$ cat src/rtl/dac_seq_pkg.sv
// Shared encodings and saturating arithmetic for the SPGD DAC dither sequencer.
package dac_seq_pkg;

  localparam logic [1:0] MODE_ZERO   = 2'b00;
  localparam logic [1:0] MODE_STATIC = 2'b01;
  localparam logic [1:0] MODE_DITHER = 2'b10;
  localparam logic [1:0] MODE_HOLD   = 2'b11;

  localparam logic [1:0] PHASE_IDLE  = 2'b00;
  localparam logic [1:0] PHASE_PLUS  = 2'b01;
  localparam logic [1:0] PHASE_MINUS = 2'b10;
  localparam logic [1:0] PHASE_NOM   = 2'b11;

  typedef enum logic [1:0] {IDLE, PLUS, MINUS, NOM} state_t;

  localparam int SAT_MAX_W = 32;

  // Operands are sign-extended to SAT_MAX_W; the result is clamped to a signed
  // range of 'width' bits and returned sign-extended.
  function automatic logic signed [SAT_MAX_W:0] sat_addsub(
    input logic signed [SAT_MAX_W-1:0] a,
    input logic signed [SAT_MAX_W-1:0] b,
    input logic                        sub,
    input int                          width
  );
    logic signed [SAT_MAX_W:0] full;
    logic signed [SAT_MAX_W:0] one;
    logic signed [SAT_MAX_W:0] max_v;
    logic signed [SAT_MAX_W:0] min_v;
    one   = 1;
    full  = sub ? ({a[SAT_MAX_W-1], a} - {b[SAT_MAX_W-1], b})
                : ({a[SAT_MAX_W-1], a} + {b[SAT_MAX_W-1], b});
    max_v = (one <<< (width - 1)) - one;
    min_v = -(one <<< (width - 1));
    if (full > max_v)      return max_v;
    else if (full < min_v) return min_v;
    else                   return full;
  endfunction

endpackage

$ cat src/rtl/dither_sat_addsub.sv
// One channel of saturating U+dU / U-dU, purely combinational.
module dither_sat_addsub
  import dac_seq_pkg::*;
#(
  parameter int DATA_WIDTH = 14
) (
  input  logic [DATA_WIDTH-1:0] u,
  input  logic [DATA_WIDTH-1:0] du,
  input  logic                  sub,
  output logic [DATA_WIDTH-1:0] y
);

  logic signed [SAT_MAX_W-1:0] u_ext;
  logic signed [SAT_MAX_W-1:0] du_ext;
  logic signed [SAT_MAX_W:0]   y_full;
  logic                        unused_hi;

  always_comb begin
    u_ext  = {{(SAT_MAX_W-DATA_WIDTH){u[DATA_WIDTH-1]}}, u};
    du_ext = {{(SAT_MAX_W-DATA_WIDTH){du[DATA_WIDTH-1]}}, du};
    y_full = sat_addsub(u_ext, du_ext, sub, DATA_WIDTH);
  end

  // After clamping, the upper bits are only the sign extension of bit DATA_WIDTH-1.
  assign y         = y_full[DATA_WIDTH-1:0];
  assign unused_hi = ^y_full[SAT_MAX_W:DATA_WIDTH];

endmodule

$ cat src/rtl/dac_dither_seq.sv
// SPGD DAC output sequencer: zero / static U / dither U+dU, U-dU, U with
// programmable settle time, registered and saturated outputs.
module dac_dither_seq
  import dac_seq_pkg::*;
#(
  parameter int DATA_WIDTH = 14,
  parameter int N_CH       = 2,
  parameter int CNT_WIDTH  = 16
) (
  input  logic                         adc_clk,
  input  logic                         adc_rstn,
  input  logic [1:0]                   mode,
  input  logic                         start,
  input  logic [CNT_WIDTH-1:0]         settle_cycles,
  input  logic [N_CH*DATA_WIDTH-1:0]   u_in,
  input  logic [N_CH*DATA_WIDTH-1:0]   du_in,
  output logic [N_CH*DATA_WIDTH-1:0]   dac_out,
  output logic [1:0]                   phase,
  output logic                         sample_stb,
  output logic                         busy,
  output logic                         done
);

  localparam int VW = N_CH * DATA_WIDTH;

  state_t               state_q, state_d;
  logic [CNT_WIDTH-1:0] cnt_q, cnt_d;
  logic [VW-1:0]        u_lat_q, u_lat_d;
  logic [VW-1:0]        du_lat_q, du_lat_d;
  logic [VW-1:0]        dac_q, dac_d;
  logic [1:0]           phase_q, phase_d;
  logic                 stb_q, stb_d;
  logic                 busy_q, busy_d;
  logic                 done_q, done_d;

  logic [VW-1:0]        op_u, op_du, addsub_y;
  logic                 op_sub;

  // The plus step is computed from live inputs on the start edge; later steps use the latches.
  assign op_u   = (state_q == IDLE) ? u_in  : u_lat_q;
  assign op_du  = (state_q == IDLE) ? du_in : du_lat_q;
  assign op_sub = (state_q == PLUS);

  for (genvar k = 0; k < N_CH; k++) begin : g_ch
    dither_sat_addsub #(.DATA_WIDTH(DATA_WIDTH)) u_sat (
      .u   (op_u[k*DATA_WIDTH +: DATA_WIDTH]),
      .du  (op_du[k*DATA_WIDTH +: DATA_WIDTH]),
      .sub (op_sub),
      .y   (addsub_y[k*DATA_WIDTH +: DATA_WIDTH])
    );
  end

  always_comb begin
    state_d  = state_q;
    cnt_d    = cnt_q;
    u_lat_d  = u_lat_q;
    du_lat_d = du_lat_q;
    dac_d    = dac_q;
    phase_d  = PHASE_IDLE;
    stb_d    = 1'b0;
    busy_d   = 1'b0;
    done_d   = 1'b0;

    if (mode != MODE_DITHER) begin
      state_d = IDLE;
      cnt_d   = '0;
      u_lat_d = u_in;
      case (mode)
        MODE_ZERO:   dac_d = '0;
        MODE_STATIC: dac_d = u_in;
        default:     dac_d = dac_q;
      endcase
    end else begin
      case (state_q)
        IDLE: begin
          u_lat_d = u_in;
          dac_d   = u_in;
          if (start) begin
            state_d  = PLUS;
            du_lat_d = du_in;
            cnt_d    = settle_cycles;
            dac_d    = addsub_y;
            phase_d  = PHASE_PLUS;
            stb_d    = (settle_cycles == '0);
            busy_d   = 1'b1;
          end
        end
        PLUS, MINUS: begin
          busy_d = 1'b1;
          // The strobe is registered, so it is raised on the edge entering the count-0 cycle.
          if (cnt_q != '0) begin
            cnt_d   = cnt_q - CNT_WIDTH'(1);
            stb_d   = (cnt_q == CNT_WIDTH'(1));
            phase_d = (state_q == PLUS) ? PHASE_PLUS : PHASE_MINUS;
          end else if (state_q == PLUS) begin
            state_d = MINUS;
            cnt_d   = settle_cycles;
            dac_d   = addsub_y;
            phase_d = PHASE_MINUS;
            stb_d   = (settle_cycles == '0);
          end else begin
            state_d = NOM;
            cnt_d   = '0;
            dac_d   = u_lat_q;
            phase_d = PHASE_NOM;
            done_d  = 1'b1;
          end
        end
        NOM: begin
          state_d = IDLE;
          u_lat_d = u_in;
          dac_d   = u_in;
        end
        default: state_d = IDLE;
      endcase
    end
  end

  always_ff @(posedge adc_clk or negedge adc_rstn) begin
    if (!adc_rstn) begin
      state_q  <= IDLE;
      cnt_q    <= '0;
      u_lat_q  <= '0;
      du_lat_q <= '0;
      dac_q    <= '0;
      phase_q  <= PHASE_IDLE;
      stb_q    <= 1'b0;
      busy_q   <= 1'b0;
      done_q   <= 1'b0;
    end else begin
      state_q  <= state_d;
      cnt_q    <= cnt_d;
      u_lat_q  <= u_lat_d;
      du_lat_q <= du_lat_d;
      dac_q    <= dac_d;
      phase_q  <= phase_d;
      stb_q    <= stb_d;
      busy_q   <= busy_d;
      done_q   <= done_d;
    end
  end

  assign dac_out    = dac_q;
  assign phase      = phase_q;
  assign sample_stb = stb_q;
  assign busy       = busy_q;
  assign done       = done_q;

endmodule

$ cat config.mk
export PLATFORM = sky130hd
export DESIGN_NAME = dac_dither_seq
export DESIGN_NICKNAME = d
export VERILOG_FILES = /design/src/rtl/dac_seq_pkg.sv /design/src/rtl/dither_sat_addsub.sv /design/src/rtl/dac_dither_seq.sv
export SDC_FILE = /design/constraint.sdc
export NUM_CORES = 1
export LEC_CHECK = 0
export ABC_AREA = 1
export BUFFER_PORTS_ARGS = -buffer_cell sky130_fd_sc_hd__buf_2
export CORE_ASPECT_RATIO = 0.8
export CORE_MARGIN = 8
export CORE_UTILIZATION = 28
export CTS_BUF_LIST = sky130_fd_sc_hd__clkbuf_16
export CTS_CLUSTER_DIAMETER = 60
export DETAILED_ROUTE_END_ITERATION = 16
export GPL_TIMING_DRIVEN = 0
export PLACE_DENSITY = 0.52
export SLEW_MARGIN = 20
export SYNTH_ARGS = -nofsm -noshare
export SYNTH_HDL_FRONTEND = slang
export SYNTH_HIERARCHICAL = 1
export SYNTH_SLANG_ARGS = --single-unit
$ cat constraint.sdc
create_clock -name adc_clk -period 5.33 [get_ports adc_clk]
set_input_delay 0.2665 -clock adc_clk [delete_from_list [all_inputs] [get_ports adc_clk]]
set_output_delay 0.2665 -clock adc_clk [all_outputs]
set_load 0.02 [all_outputs]
## Word-level counts from Yosys, hierarchy flattened

Index checks and enable logic that the tools add are counted.

| operators by class | value |
|---|---|
| shifts and indexed selects | 0 |
| add/sub/neg operators | 5 |
| magnitude comparators | 4 |
| multipliers | 0 |
| equal/unequal tests | 9 |
| div/mod/pow operators | 0 |
| mux-type cells | 43 |
| reductions and logical operators | 12 |
| bitwise logic cells | 1 |

Operator list:

| kind | number |
|---|---|
| two-way mux 28 bit | 8 |
| one-hot mux 28 bit (3 select lines) | 1 |
| greater-than comparator 33 x 14 -> 1 bit (second input constant) | 2 |
| less-than comparator 33 x 14 -> 1 bit (second input constant) | 2 |
| two-way mux 33 bit | 2 |
| two-way mux 16 bit | 4 |
| two-way mux 14 bit | 4 |
| one-hot mux 28 bit (2 select lines) | 1 |
| one-hot mux 16 bit (2 select lines) | 1 |
| adder 14 x 14 -> 15 bit | 2 |
| subtractor 14 x 14 -> 15 bit | 2 |
| equality test 16 x 1 -> 1 bit (second input constant) | 1 |
| zero test 16 bit | 1 |
| nonzero test 16 bit | 1 |
| subtractor 16 x 1 -> 16 bit (second input constant) | 1 |
| two-way mux 1 bit | 12 |
| two-way mux 2 bit | 6 |
| one-hot mux 2 bit (3 select lines) | 1 |
| AND reduction 2 bit | 3 |
| equality test 2 x 1 -> 1 bit (second input constant) | 2 |
| equality test 2 bit (second input constant) | 2 |
| zero test 2 bit | 2 |
| one-hot mux 1 bit (2 select lines) | 2 |
| one-hot mux 2 bit (2 select lines) | 1 |
| 9 further kinds | 10 |

| storage, ports and cells | value |
|---|---|
| memories | 0 |
| input bits | 77 |
| RAM bits | 0 |
| flip-flop bits (word level) | 107 |
| bits in latches | 0 |
| bits in read-only memories | 0 |

## Longest topological paths before layout

Gate-level depths: netlist (run 1).

| depth | value |
|---|---|
| word-level depth | 11 |
| mapped depth | 36 |
| mapped depth without buffers | 33 |

## Hierarchy

Netlist (run 1), hierarchy kept.

By module, submodules not included:

| module | sequential area each (µm²) | cells each | area an instance (µm²) | times used |
|---|---|---|---|---|
| dac_dither_seq | 2677.6 | 948 | 6343.6 | 1 |
| dither_sat_addsub at g_ch[1].u_sat | 0.0 | 236 | 1282.5 | 1 |
| dither_sat_addsub at g_ch[0].u_sat | 0.0 | 225 | 1280.0 | 1 |

## Worst setup path after synthesis (run 1)

OpenSTA, ideal clock, no wires.

| timing | value |
|---|---|
| path kind | register to register |
| start | register state_q[0] |
| end | register dac_q[22] (netlist: dac_out[22]) |
| cell stages (with the launch flop) | 35 |
| arrival | 4.064 ns |
| slack | 1.150 ns |
| clock period less this slack | 4.180 ns |
| setup time | 0.116 ns |
| path through | dfrtp_1 inv_1 ha_1 inv_1 clkbuf_1 clkbuf_1 nand2_1 o21ai_0 inv_1 ha_1 nand2_1 nor2_2 nand2_2 nor2_1 a31oi_1 xor2_1 inv_1 ha_1 nand2_1 inv_1 nand2_1 nand2_1 a21oi_1 nand3_1 nand2_1 nand3_2 buf_6 nand2_1 nand2_1 o21ai_0 nor2_1 nor2_1 o21ai_0 nand2_1 nand2_1 |

| on the way | value |
|---|---|
| cells in the longest elaborated chain, start to end | 11 |
| elaborated cells between the ends (all ways) | 21 |
| classes of those cells | add/sub: 2; order compare: 2; eq/ne: 4; mux: 10; reduce/logical: 3 |

Ends and longest elaborated chain:

| element | RTL line | source |
|---|---|---|
| start: declaration | dac_dither_seq.sv:26 | `state_t state_q, state_d;` |
| start signal: assignment | dac_dither_seq.sv:131 | `state_q <= state_d;` |
| zero test 2 bit * | dac_dither_seq.sv:41 | `assign op_du = (state_q == IDLE) ? du_in : du_lat_q;` |
| two-way mux 28 bit * | dac_dither_seq.sv:41 |  |
| net op_du[14] | dac_dither_seq.sv:36 | `logic [VW-1:0] op_u, op_du, addsub_y;` |
| adder 14 x 14 -> 15 bit / subtractor 14 x 14 -> 15 bit (equally long branches) | dac_seq_pkg.sv:32, dac_seq_pkg.sv:31 |  |
| two-way mux 33 bit * | dac_seq_pkg.sv:31 | `full = sub ? ({a[SAT_MAX_W-1], a} - {b[SAT_MAX_W-1], b})` |
| less-than comparator 33 x 14 -> 1 bit | dac_seq_pkg.sv:36 | `else if (full < min_v) return min_v;` |
| two-way mux 14 bit | dac_seq_pkg.sv:36 |  |
| two-way mux 14 bit * | dac_seq_pkg.sv:35 | `if (full > max_v) return max_v;` |
| net addsub_y[22] | dac_dither_seq.sv:36 |  |
| two-way mux 28 bit | dac_dither_seq.sv:95 | `end else if (state_q == PLUS) begin` |
| two-way mux 28 bit | dac_dither_seq.sv:91 | `if (cnt_q != '0) begin` |
| one-hot mux 28 bit (3 select lines) * | dac_dither_seq.sv:74 | `case (state_q)` |
| two-way mux 28 bit * | dac_dither_seq.sv:64 | `if (mode != MODE_DITHER) begin` |
| end signal: assignment | dac_dither_seq.sv:125 | `dac_q <= '0;` |
| end signal: assignment | dac_dither_seq.sv:135 | `dac_q <= dac_d;` |
| end: declaration | dac_dither_seq.sv:30 | `logic [VW-1:0] dac_q, dac_d;` |

The timed path passes the listed nets; every way through them passes the cells marked *. The select of a mux whose other input is x is not followed.
A chain may end at the register's enable or synchronous reset.

## Worst setup path in the final report (run 1)

Same ends and word-level chain as after synthesis.

==> results.md, run 1 <==
* Final Instance Count excl. Fillers at 1,956
* Mapped Avg Cell Area at 6.32 um2
* Asr flop ratio synth at 1.00
* Synth area leaders: dfrtp_1 (30%), nand2_1 (24%), o21ai_0 (8.3%)
* Routed WL per cell at 15.0 um
* Met1 Use GR at 0.238
* Yosys top cell area share at 0.301
* Place WS at -0.174 ns
* Setup crit end: dac_out[22]
* Slew Viols, Final at 0
* Max cap viols at 0
* Max Clock Freq at 0.203 GHz
* Dpl cells at 1,939
* Maximum vdd drop at 0.321 mV
* Core Box Area at 31,400 um2
* Utilization after layout at 0.329
* Crit path top cell by count: nand2_1
* Met3 GRT Util at 0.0272
* Total negative slack at 0 ns
* R2r setup slk at 0.41 ns
* Final Setup Violations at 0
* Worst setup EP type: flip-flop
* Critical path arrival at 5.18 ns
* Worst Max-Slew Pin Slew at 0.723 ns
* Critical Path RT at 5.59 ns
* Die footprint at 37,800 um2
* DIE HEIGHT at 176 um
* Fillers at 3,550
* Vias/cell at 4.54
* Crit path launch type: flip-flop
* Starting Density at 0.284
* Number of global-route vias before repair at 8,575
* FF-to-FF Start: state_q[0]
* Top Ports at 110
* # rows at 58
* Port Buffers at 109
* Number of synthesized flops with an enable pin at 0
* Layer carrying the most global-route usage: met1
* Total Routing Usage GR at 0.155
* Mapped Area at 8910 um2
* Met2 GRT Util at 0.218
* FF-to-FF End: dac_out[22]
* Tcrit/Tclk final at 0.923
* RSZ-0062 raised after global routing: false
* Layout area overhead at 15.8%
* Die X at 215 um
* H-tree level count at 3
* Ys flop type: dfrtp_1
* Area leader, netlist: dfrtp_1
* Via Count at 8,889
* Slew margin rel. at 0.513
* CTS Buf Count at 9
* Drt drc at 0
* Slowest-stage cell, CP: dfrtp_1
* Antenna diodes at 0
* Ratio of total power to cell area at 706 nW/um2
* Slowest stage delay, CP at 0.42 ns
* TritonRoute pass-1 iters at 6
* Cells after synthesis at 1,409
* Unique masters post-synth at 39
* Clock transition at path regs at 0.08 ns
* Post-Route Skew at 0.0117 ns
* Largest net degree at the start of global routing at 56
* Hold WC Path Type: input pin to flip-flop
* Clk Latency, worst-skew pair at 0.37 ns
* Critical Path Fanout Max at 10
* P_leak at 5.74 nW
* Crit. Startpoint: state_q[0]
* Antenna violations before repair at 1
* Worst-case clock buffer depth at 2
* CP Class: flip-flop to flip-flop
* Post-synthesis sequential area ratio at 0.301
* Number of DRC markers in iteration 0 at 722
* Final GP Congestion at 0.860
* Sink Count at 107
* Count leader, synth: nand2_1
* Yosys Warn Count at 6
* Final hold violation count at 0
* Total Wirelength at 29,400 um
* CTS tree: done
* Antenna-violating nets left at 0
* R2R depth at 31
* Final hold slack at 0.128 ns
* Yosys reg bits at 107
* Final setup margin at 0.410 ns
* Global-route wire length before repair at 47,300 um
* DP HPWL at 23,500 um
* Share of cells above drive strength 1 at 0.142
* Remaining Overflow, GRT at 0
* CTS Root Cell: clkbuf_16
* Fin crit period at 4.92 ns
* Synth top cells by count: nand2_1 (563), inv_1 (155), o21ai_0 (148)
* Status: complete, no violations
* Syn_nets at 1,527
* Post-layout nets at 1,650
## power breakdown
group | total [W] | leakage, nW | internal (W) | switching (W)
sequential | 0.00116 | 1.36 | 0.00103 | 0.000127
clock | 0.000668 | 0.141 | 0.000319 | 0.000350
combinational | 0.00546 | 4.23 | 0.00188 | 0.00358
## how the worst min path moves through the flow
stage	slack [ns]	end	start	depth (start not counted)
2_1_floorplan	-0.03	busy	adc_rstn	0
3_3_place_gp	0.46	dac_out[23]	dac_out[23]	2
3_5_place_dp	0.30	du_lat_q[22]	adc_rstn	1
4_1_cts	0.12	u_lat_q[9]	u_in[9]	3
5_1_grt	0.15	u_lat_q[1]	u_in[1]	3
6_report	0.13	u_lat_q[9]	u_in[9]	3
## registers in the layout, summed over array words and instances (netlist names)
register,cells
du_lat_q,28
state_q,2
done,1
dac_out,28
cnt_q,16
phase,2
busy,1
sample_stb,1
u_lat_q,28
## repair_timing
action	in CTS	in global routing
setup buffers	0	1
hold endpoints to repair	54	0
pin swaps	0	1
endpoints found under the setup margin	8	22
cloned	0	0
resized for setup	2	12
hold buffers	1	0
## layout make-up
cell class	count	area, um2	area share
buffer	51	270	0.0262
clock buffer	9	225	0.0218
clock inverter	6	41.3	0.00400
inverter	166	623	0.0604
multi-input combinational	1085	5350	0.519
sequential	107	2680	0.260
tap	420	526	0.0510
timing repair buffer	112	597	0.0579
## worst max-delay path: cells and delay by family (launching register included)
kind | cells | cell delay, ns
AND/OR/NAND/NOR | 16 | 1.74
buffers and inverters | 7 | 0.99
AO/OA/AOI/OAI | 5 | 0.87
adder cells (fa/ha/maj) | 2 | 0.63
flip-flops | 1 | 0.42
XOR/XNOR | 1 | 0.15
## per-layer routing
layer | wire [um] | part of all wire | vias to the layer above
met4 | 452 | 0.015 | 0
li1 | - | - | 4656
met2 | 12000 | 0.41 | 216
met1 | 15500 | 0.53 | 3994
met5 | 0 | 0 | -
met3 | 1380 | 0.047 | 23
## kinds of logic after synthesis
family	after synthesis	synth area share
fa+ha+maj	41	0.0593
simple gates	782	0.366
xor+xnor	52	0.0511
compound gates	210	0.123
buf+inv	217	0.0993
flops	107	0.301
## metrics by stage
stage	power (W)	cell area, um2
final	0.00728	10300
after global routing	0.00810	10300
after CTS	0.00726	10300
after detailed placement	0.00656	10000
after global placement	0.00651	9980
after floorplan	0.00522	8910
## cells in the final DEF (no fill, tap or decap), types with 2 or more instances in the layout
cell type / count
nor2_4: 2
buf_4: 3
a21boi_0: 3
a21oi_2: 2
xor2_1: 34
clkbuf_16: 9
buf_2: 122
a31oi_1: 4
nand2_4: 2
ha_1: 38
o211ai_1: 3
nand2_1: 563
nand3_1: 70
o21ai_0: 147
buf_6: 7
nand3b_1: 2
clkbuf_1: 24
buf_1: 2
nor2_1: 79
nand4_1: 11
clkbuf_4: 2
inv_2: 11
fa_1: 2
nand3_2: 8
dfrtp_1: 106
a21oi_1: 28
nand2_2: 19
inv_1: 156
o21ai_1: 14
o21bai_1: 6
inv_6: 2
or2_2: 4
nor2_2: 14
xnor2_1: 18
nor3_1: 3
nor3_2: 3
Note: power is estimated with default switching activity, not from simulation.
==> run 2, diff against run 1 <==
CORE_ASPECT_RATIO = 0.75   (was 0.8)
==> run 2 against run 1 <==
Design area rose by 0.46%; worst setup slack worse by 0.028 ns; highest routed layer is now met5; final cell count fell by 0.72%; clock skew decreased by 0.00057 ns; first-iteration DRC count fell by 19%; wire length rose by 0.88%; sequential share of layout area shrank 0.12 points; utilization grew 0.18 points; count of clock-buffer cells in the layout unchanged; combinational power about the same.
==> results.md, run 2 (synthesis gave the netlist of run 1 again) <==
* Clk Latency, worst-skew pair at 0.37 ns (about the same)
* DP Area at 9990 um2 (-0.18%)
* CP Class: flip-flop to flip-flop
* CTS Buf Count at 9 (unchanged)
* Sequential share of power at 0.156 (-0.003)
* Vias/cell at 4.57 (+0.57%)
* P_leak at 5.75 nW (+0.27%)
* FF-to-FF Start: state_q[0]
* Antenna violations before repair at 3 (+2)
* Max Clock Freq at 0.202 GHz (-0.58%)
* R2r setup slk at 0.38 ns (-0.03 ns)
* Clock transition at path regs at 0.09 ns (about the same)
* Starting Density at 0.284 (about the same)
* Global-route wire length before repair at 47,400 um (about the same)
* Total Routing Usage GR at 0.157 (+0.00228)
* Antenna diodes at 0 (unchanged)
* Final Instance Count excl. Fillers at 1,942 (-0.72%)
* Ratio of total power to cell area at 713 nW/um2 (+0.98%)
* DIE HEIGHT at 170 um (-2.9%)
* Via Count at 8,876 (-0.15%)
* RSZ-0062 raised after global routing: false
* Critical Path Fanout Max at 10 (unchanged)
* DP HPWL at 23,600 um (+0.42%)
* Post-layout nets at 1,649 (-0.061%)
* Max cap viols at 0 (unchanged)
* Slew Viols, Final at 0 (unchanged)
* Worst Max-Slew Pin Slew at 0.756 ns (+0.0329 ns)
* Core Box Area at 31,300 um2 (about the same)
* TritonRoute pass-1 iters at 5 (-1)
* Layout area overhead at 16.3%
* FF-to-FF End: dac_out[10]
* Number of global-route vias before repair at 8,461 (-1.3%)
* Final hold violation count at 0 (unchanged)
* Most frequent cells in the layout: nand2_1 (563), inv_1 (154), o21ai_0 (146), buf_2 (123), dfrtp_1 (106)
* Number of DRC markers in iteration 0 at 585 (-19%)
* Area of the multi-input gates at 5360 um2 (about the same)
* Commonest non-fill, non-tap cell in the layout: nand2_1
* Final GP Congestion at 0.882 (+2.5%)
* Largest net degree at the start of global routing at 65 (+16%)
* Remaining Overflow, GRT at 0 (unchanged)
* Slew margin rel. at 0.491 (-0.0222)
* Post-CTS setup buffer count at 0 (unchanged)
* Sink Count at 107 (unchanged)
* Maximum vdd drop at 0.257 mV (-20%)
* Hold depth at 3 (unchanged)
* Worst Hold End: u_lat_q[9]
* Hold WC Path Type: input pin to flip-flop
* HP Start: u_in[9]
* Crit. Startpoint: state_q[0]
* Combinational share of power at 0.737 (-0.012)
* Die X at 222 um (+3.0%)
* Drt drc at 0 (unchanged)
* Final Setup Violations at 0 (unchanged)
* Slowest stage delay, CP at 0.58 ns (+0.16 ns)
* Routed WL per cell at 15.3 um (+1.6%)
* Tcrit/Tclk final at 0.928 (+0.00534)
* Slowest-stage cell, CP: o21ai_0
* Fin crit period at 4.95 ns (+0.0285 ns)
* R2R depth at 26 (-16%)
* Register area at 2680 um2 (unchanged)
* Int Power at 0.00333 W (+3.1%)
* Antenna-violating nets left at 0 (unchanged)
* Post-Route Skew at 0.0112 ns (-0.000566 ns)
* Crit path launch type: flip-flop
* Die footprint at 37,800 um2 (about the same)
* Worst setup EP type: flip-flop
* # rows at 56 (-3.4%)
* Status: complete, no violations
* Share of cells above drive strength 1 at 0.145 (+0.00260)
* Top Ports at 110 (unchanged)
* H-tree level count at 3 (unchanged)
* Critical path arrival at 5.26 ns (+0.08 ns)
* Port Buffers at 109 (unchanged)
* Clock share of power at 0.106 (+0.014)
* Psw at 0.00406 W (+0.11%)
* Fin area at 10,400 um2 (+0.46%)
* CTS tree: done
* Crit path top cell by count: nand2_1
* Critical Path RT at 5.64 ns (+0.05 ns)
* Dpl cells at 1,925 (-0.72%)
* CTS Root Cell: clkbuf_16
* Total Wirelength at 29,600 um (+0.88%)
* Worst-case clock buffer depth at 2 (unchanged)
* Sw frac at 0.549 (-0.00734)
* Fillers at 3,501 (-1.4%)
-- run 2: changes by cell type in the layout (fill, tap and decap cells not counted), sizes merged --
| cell | previous run | this run |
|---|---|---|
| buf | 135 | 136 |
| bufinv | 0 | 2 |
| clkbuf | 36 | 34 |
| clkinv | 2 | 3 |
| clkinvlp | 0 | 1 |
| inv | 170 | 167 |
-- run 2: power groups by stage --
stage	clock, W	sequential (W)	combinational (W)
4_1_cts	0.000822	0.00115	0.00539
3_3_place_gp	0	0.00117	0.00534
6_report	0.000786	0.00116	0.00545
3_5_place_dp	0	0.00117	0.00537
5_1_grt	0.000844	0.00118	0.00619
2_1_floorplan	0	0.00125	0.00397
-- run 2: worst max-delay path: cells and delay by family (launching register included) --
kind / cells / cell delay (ns)
AO/OA/AOI/OAI: 3 / 0.94
adder cells (fa/ha/maj): 3 / 0.94
buffers and inverters: 5 / 1.13
flip-flops: 1 / 0.41
AND/OR/NAND/NOR: 15 / 1.46
-- run 2: layout make-up --
class                           count  share of cell area
Multi-Input combinational cell   1085               0.517
Sequential cell                   107               0.259
Inverter                          166              0.0601
Timing Repair Buffer              111              0.0569
Tap cell                          406              0.0490
Buffer                             51              0.0262
Clock buffer                        9              0.0217
Clock inverter                      7              0.0106
-- run 2: per-stage QoR --
stage / TNS, ns / hold WS (ns) / power [W] / setup slack [ns] / util
final: 0 / 0.132 / 0.00739 / 0.382 / 0.331
after global routing: 0 / 0.134 / 0.00822 / 0.00565 / 0.331
after CTS: 0 / 0.112 / 0.00737 / 0.0277 / 0.330
after detailed placement: -0.852 / 0.237 / 0.00654 / -0.235 / 0.319
after global placement: -0.414 / 0.459 / 0.00651 / -0.173 / 0.318
after floorplan: 0 / -0.0291 / 0.00522 / 1.15 / -
-- run 2: what timing repair did --
action,4_1_cts,5_1_grt
gates resized for setup,2,18
hold buffers,1,0
cloned,0,0
endpoints found under the setup margin,11,24
hold endpoints to repair,43,0
pin swaps,0,1
-- run 2: how the worst max path moves through the flow --
stage / endpoint / slack, ns / cells past startpoint
after floorplan: dac_out[22] / 1.15 / 34
after global placement: dac_out[20] / -0.17 / 32
after detailed placement: dac_out[20] / -0.23 / 32
after CTS: dac_out[20] / 0.03 / 32
after global routing: dac_out[22] / 0.006 / 34
final: dac_out[10] / 0.38 / 26
-- run 2: layer usage --
layer | GRT usage | share of wire | vias up | routed length (um)
met1 | 0.242 | 0.55 | 3992 | 16300
met4 | 0.0288 | 0.011 | 4 | 336
li1 | - | - | 4657 | -
met2 | 0.222 | 0.39 | 198 | 11600
met3 | 0.0320 | 0.047 | 25 | 1390
met5 | 0 | 0.00091 | - | 27
==> run 3, diff against run 2 <==
ABC_AREA = not set   (was 1)
PLACE_DENSITY = 0.53   (was 0.52)
SYNTH_HIERARCHICAL = not set   (was 1)
==> run 3 against run 2 <==
Critical path depth is 6 lower; clock power down 16%; critical path type unchanged; sequential power shrank 9%; hold slack better by 0.014 ns; global-route usage grew 0.79 points; combinational power is 66% lower; count of clock-buffer cells in the layout unchanged; highest routed layer unchanged; design area fell by 2.5%.
==> results.md, run 3 <==
* Status: complete, no violations
* Worst path cell trace: inv_1 -> ha_4 -> buf_6 -> buf_12 -> buf_6 -> buf_8 -> clkbuf_16 -> buf_8 -> mux2_2 -> ha_2 -> a21o_1 -> a21o_1 -> a21oi_1 -> a21boi_1 -> a221o_1 -> xor2_2 -> buf_4 -> maj3_1 -> a222oi_1 -> a21oi_1
* Top Ports at 110 (unchanged)
* Critical Path RT at 5.56 ns (-0.08 ns)
* Crit path launch type: flip-flop
* Yosys reg bits at 107 (unchanged)
* Via Count at 8,010 (-9.8%)
* Starting Density at 0.285 (about the same)
* Total negative slack at 0 ns (unchanged)
* Number of DRC markers in iteration 0 at 775 (+32%)
* Worst-case clock buffer depth at 2 (unchanged)
* P_leak at 4.44 nW (-23%)
* Crit-path leading delay family: compound AO/OA/AOI/OAI gates
* Core Box Area at 30,100 um2 (-3.8%)
* Final hold violation count at 0 (unchanged)
* Fin crit period at 5.07 ns (+0.122 ns)
* Mapped Avg Cell Area at 9.24 um2 (+46%)
* Slowest-stage cell, CP: a222oi_1
* Post-layout nets at 1,173 (-29%)
* Max Clock Freq at 0.197 GHz (-2.4%)
* Number of global-route vias before repair at 7,746 (-8.5%)
* Max cap viols at 0 (unchanged)
* Sw frac at 0.425 (-0.124)
* Number of synthesized flops with an enable pin at 0 (unchanged)
* Remaining Overflow, GRT at 0 (unchanged)
* Drt drc at 0 (unchanged)
* CP Class: flip-flop to flip-flop
* Tcrit/Tclk final at 0.951 (+0.0228)
* Ratio of total power to cell area at 351 nW/um2 (-51%)
* Count leader, synth: dfrtp_1
* Maximum vdd drop at 0.150 mV (-41%)
* CTS tree: done
* Antenna violations before repair at 4 (+1)
* DP HPWL at 24,100 um (+2.1%)
* Worst Max-Slew Pin Slew at 1.09 ns (+0.335 ns)
* Post-synthesis mux area share at 0.153 (+0.153)
* Clk Latency, worst-skew pair at 0.37 ns (about the same)
* Area of the multi-input gates at 5510 um2 (+2.9%)
* Mapped Area at 8580 um2 (-3.7%)
* Adder-Cell Fraction of Synth Area at 0.0750 (+0.0157)
* DIE HEIGHT at 168 um (-1.7%)
* Critical path arrival at 5.30 ns (+0.04 ns)
* Slowest stage delay, CP at 0.47 ns (-0.11 ns)
* Overall Power at 0.00355 W (-52%)
* CTS Buf Count at 9 (unchanged)
* Post-Route Skew at 0.0185 ns (+0.00734 ns)
* Largest family of logic cells by synthesized area: compound AO/OA/AOI/OAI gates
* Utilization after layout at 0.335 (+0.00418)
* Unique masters post-synth at 84 (+120%)
* Post-synthesis sequential area ratio at 0.312 (+0.0115)
* Yosys Warn Count at 0 (-6)
* Most frequent cells in the layout: buf_2 (114), dfrtp_1 (106), mux2_2 (92), a21oi_1 (91), nor2_1 (77)
* Register area at 2680 um2 (unchanged)
* Sequential share of power at 0.296 (+0.140)
* Final GP Congestion at 0.875 (-0.87%)
* Share of cells above drive strength 1 at 0.273 (+0.128)
* Total Wirelength at 30,900 um (+4.3%)
* Combinational share of power at 0.517 (-0.220)
* # rows at 55 (-1.8%)
* Clock share of power at 0.187 (+0.081)
* Synth area leaders: dfrtp_1 (31%), mux2_2 (12%), ha_1 (5.7%)
* Place WS at -1.36 ns (-1.12 ns)
* Post-synthesis compound-gate area fraction at 0.230 (+0.106)
* Clock transition at path regs at 0.09 ns (about the same)
* H-tree level count at 3 (unchanged)
* Port Buffers at 108 (-0.92%)
* Worst setup EP type: flip-flop
* Ys flop type: dfrtp_1
* Simple-Gate Fraction of Synth Area at 0.131 (-0.235)
* Xor/xnor cell area share of the yosys netlist at 0.0487 (-0.00242)
* Fillers at 3,213 (-8.2%)
* TritonRoute pass-1 iters at 6 (+1)
* Yosys top cell area share at 0.312 (+0.0115)
* Routed WL per cell at 21.1 um (+39%)
* Int Power at 0.00204 W (-39%)
* Worst path bufs/invs at 8 (+3)
* Dpl cells at 1,436 (-25%)
* Layout area overhead at 17.7%
* Vias/cell at 5.48 (+20%)
* Asr flop ratio synth at 1.00 (unchanged)
* Final Setup Violations at 0 (unchanged)
* Global-route wire length before repair at 46,900 um (-1.0%)
* Sink Count at 107 (unchanged)
* Hold WC Path Type: input pin to flip-flop
* Antenna-violating nets left at 0 (unchanged)
* Die X at 218 um (-1.7%)
* Die footprint at 36,600 um2 (-3.4%)
* Synth top cells by count: dfrtp_1 (107), a21oi_1 (93), mux2_2 (92)
* Critical Path Fanout Max at 10 (unchanged)
* Commonest non-fill, non-tap cell in the layout: buf_2
* Cells after synthesis at 928 (-34%)
* Total Routing Usage GR at 0.165 (+0.00789)
* Final setup margin at 0.260 ns (-0.122 ns)
* Largest net degree at the start of global routing at 62 (-4.6%)
* Final Instance Count excl. Fillers at 1,461 (-25%)
* Psw at 0.00151 W (-63%)
* CTS Root Cell: clkbuf_16
* Slew margin rel. at 0.267 (-0.224)
* Area leader, netlist: dfrtp_1
* Slew Viols, Final at 0 (unchanged)
* RSZ-0062 raised after global routing: false
* Syn_nets at 1,046 (-31%)
run 3: final timing paths:
check / from / to / slack (ns) / cells after the start
setup / recovery: state_q[1] / dac_out[2] / 0.26 / 20
hold / removal: du_in[23] / du_lat_q[23] / 0.15 / 2
setup reg to reg: state_q[1] / dac_out[2] / 0.26 / 20
hold reg to reg: du_lat_q[15] / du_lat_q[15] / 0.51 / 1
max in group asynchronous: adc_rstn / du_lat_q[11] / 4.21 / 3
min in group asynchronous: adc_rstn / cnt_q[11] / 0.41 / 2
run 3: metal layers:
metal / vias up / GRT usage / share of wire
met5: - / 0 / 0.00032
met4: 2 / 0.0350 / 0.011
met3: 24 / 0.0353 / 0.078
met2: 302 / 0.244 / 0.44
met1: 3950 / 0.242 / 0.47
li1: 3732 / - / -
run 3: power by group through the flow:
stage	registers, W	clock network [W]	logic (W)
2_1_floorplan	0.00110	0	0.00121
6_report	0.00105	0.000663	0.00183
5_1_grt	0.00108	0.000718	0.00200
4_1_cts	0.00105	0.000686	0.00180
3_5_place_dp	0.00107	0	0.00176
3_3_place_gp	0.00106	0	0.00174
run 3: stage by stage:
stage	hold WS (ns)	area, um2
floorplan	-0.0291	8580
global placement	0.486	9620
detailed placement	0.255	9650
CTS	0.132	10000
global route	0.145	10100
finish	0.146	10100
run 3: worst reg2reg max path, delay by kind of cell (launching register included):
kind                       cells  cell delay (ns)
AOI/OAI and AO/OA              7             1.66
buffers and inverters          8             1.36
adders and majority gates      3             0.86
DFF                            1             0.45
muxes                          1             0.38
xor gates and xnor gates       1             0.20
run 3: final cells by class:
| type | count | share of cell area |
|---|---|---|
| Antenna cell | 3 | 0.000743 |
| Buffer | 51 | 0.0366 |
| Clock buffer | 9 | 0.0223 |
| Clock inverter | 6 | 0.00421 |
| Inverter | 34 | 0.0126 |
| Multi-Input combinational cell | 735 | 0.546 |
| Sequential cell | 107 | 0.265 |
| Tap cell | 399 | 0.0494 |
| Timing Repair Buffer | 117 | 0.0631 |
run 3: kinds of logic after synthesis:
group,count (synthesis)
AOI/OAI and AO/OA,291
muxes,120
adders and majority gates,52
and+or+nand+nor,226
xor gates and xnor gates,46
DFF,107
buffers and inverters,86
run 3: repair_timing:
action / CTS / global route
setup buffers: 1 / 6
setup endpoints to repair: 28 / 22
resized for setup: 21 / 11
endpoints found under the hold margin: 46 / 0
hold buffers: 1 / 0
pin swaps: 3 / 2
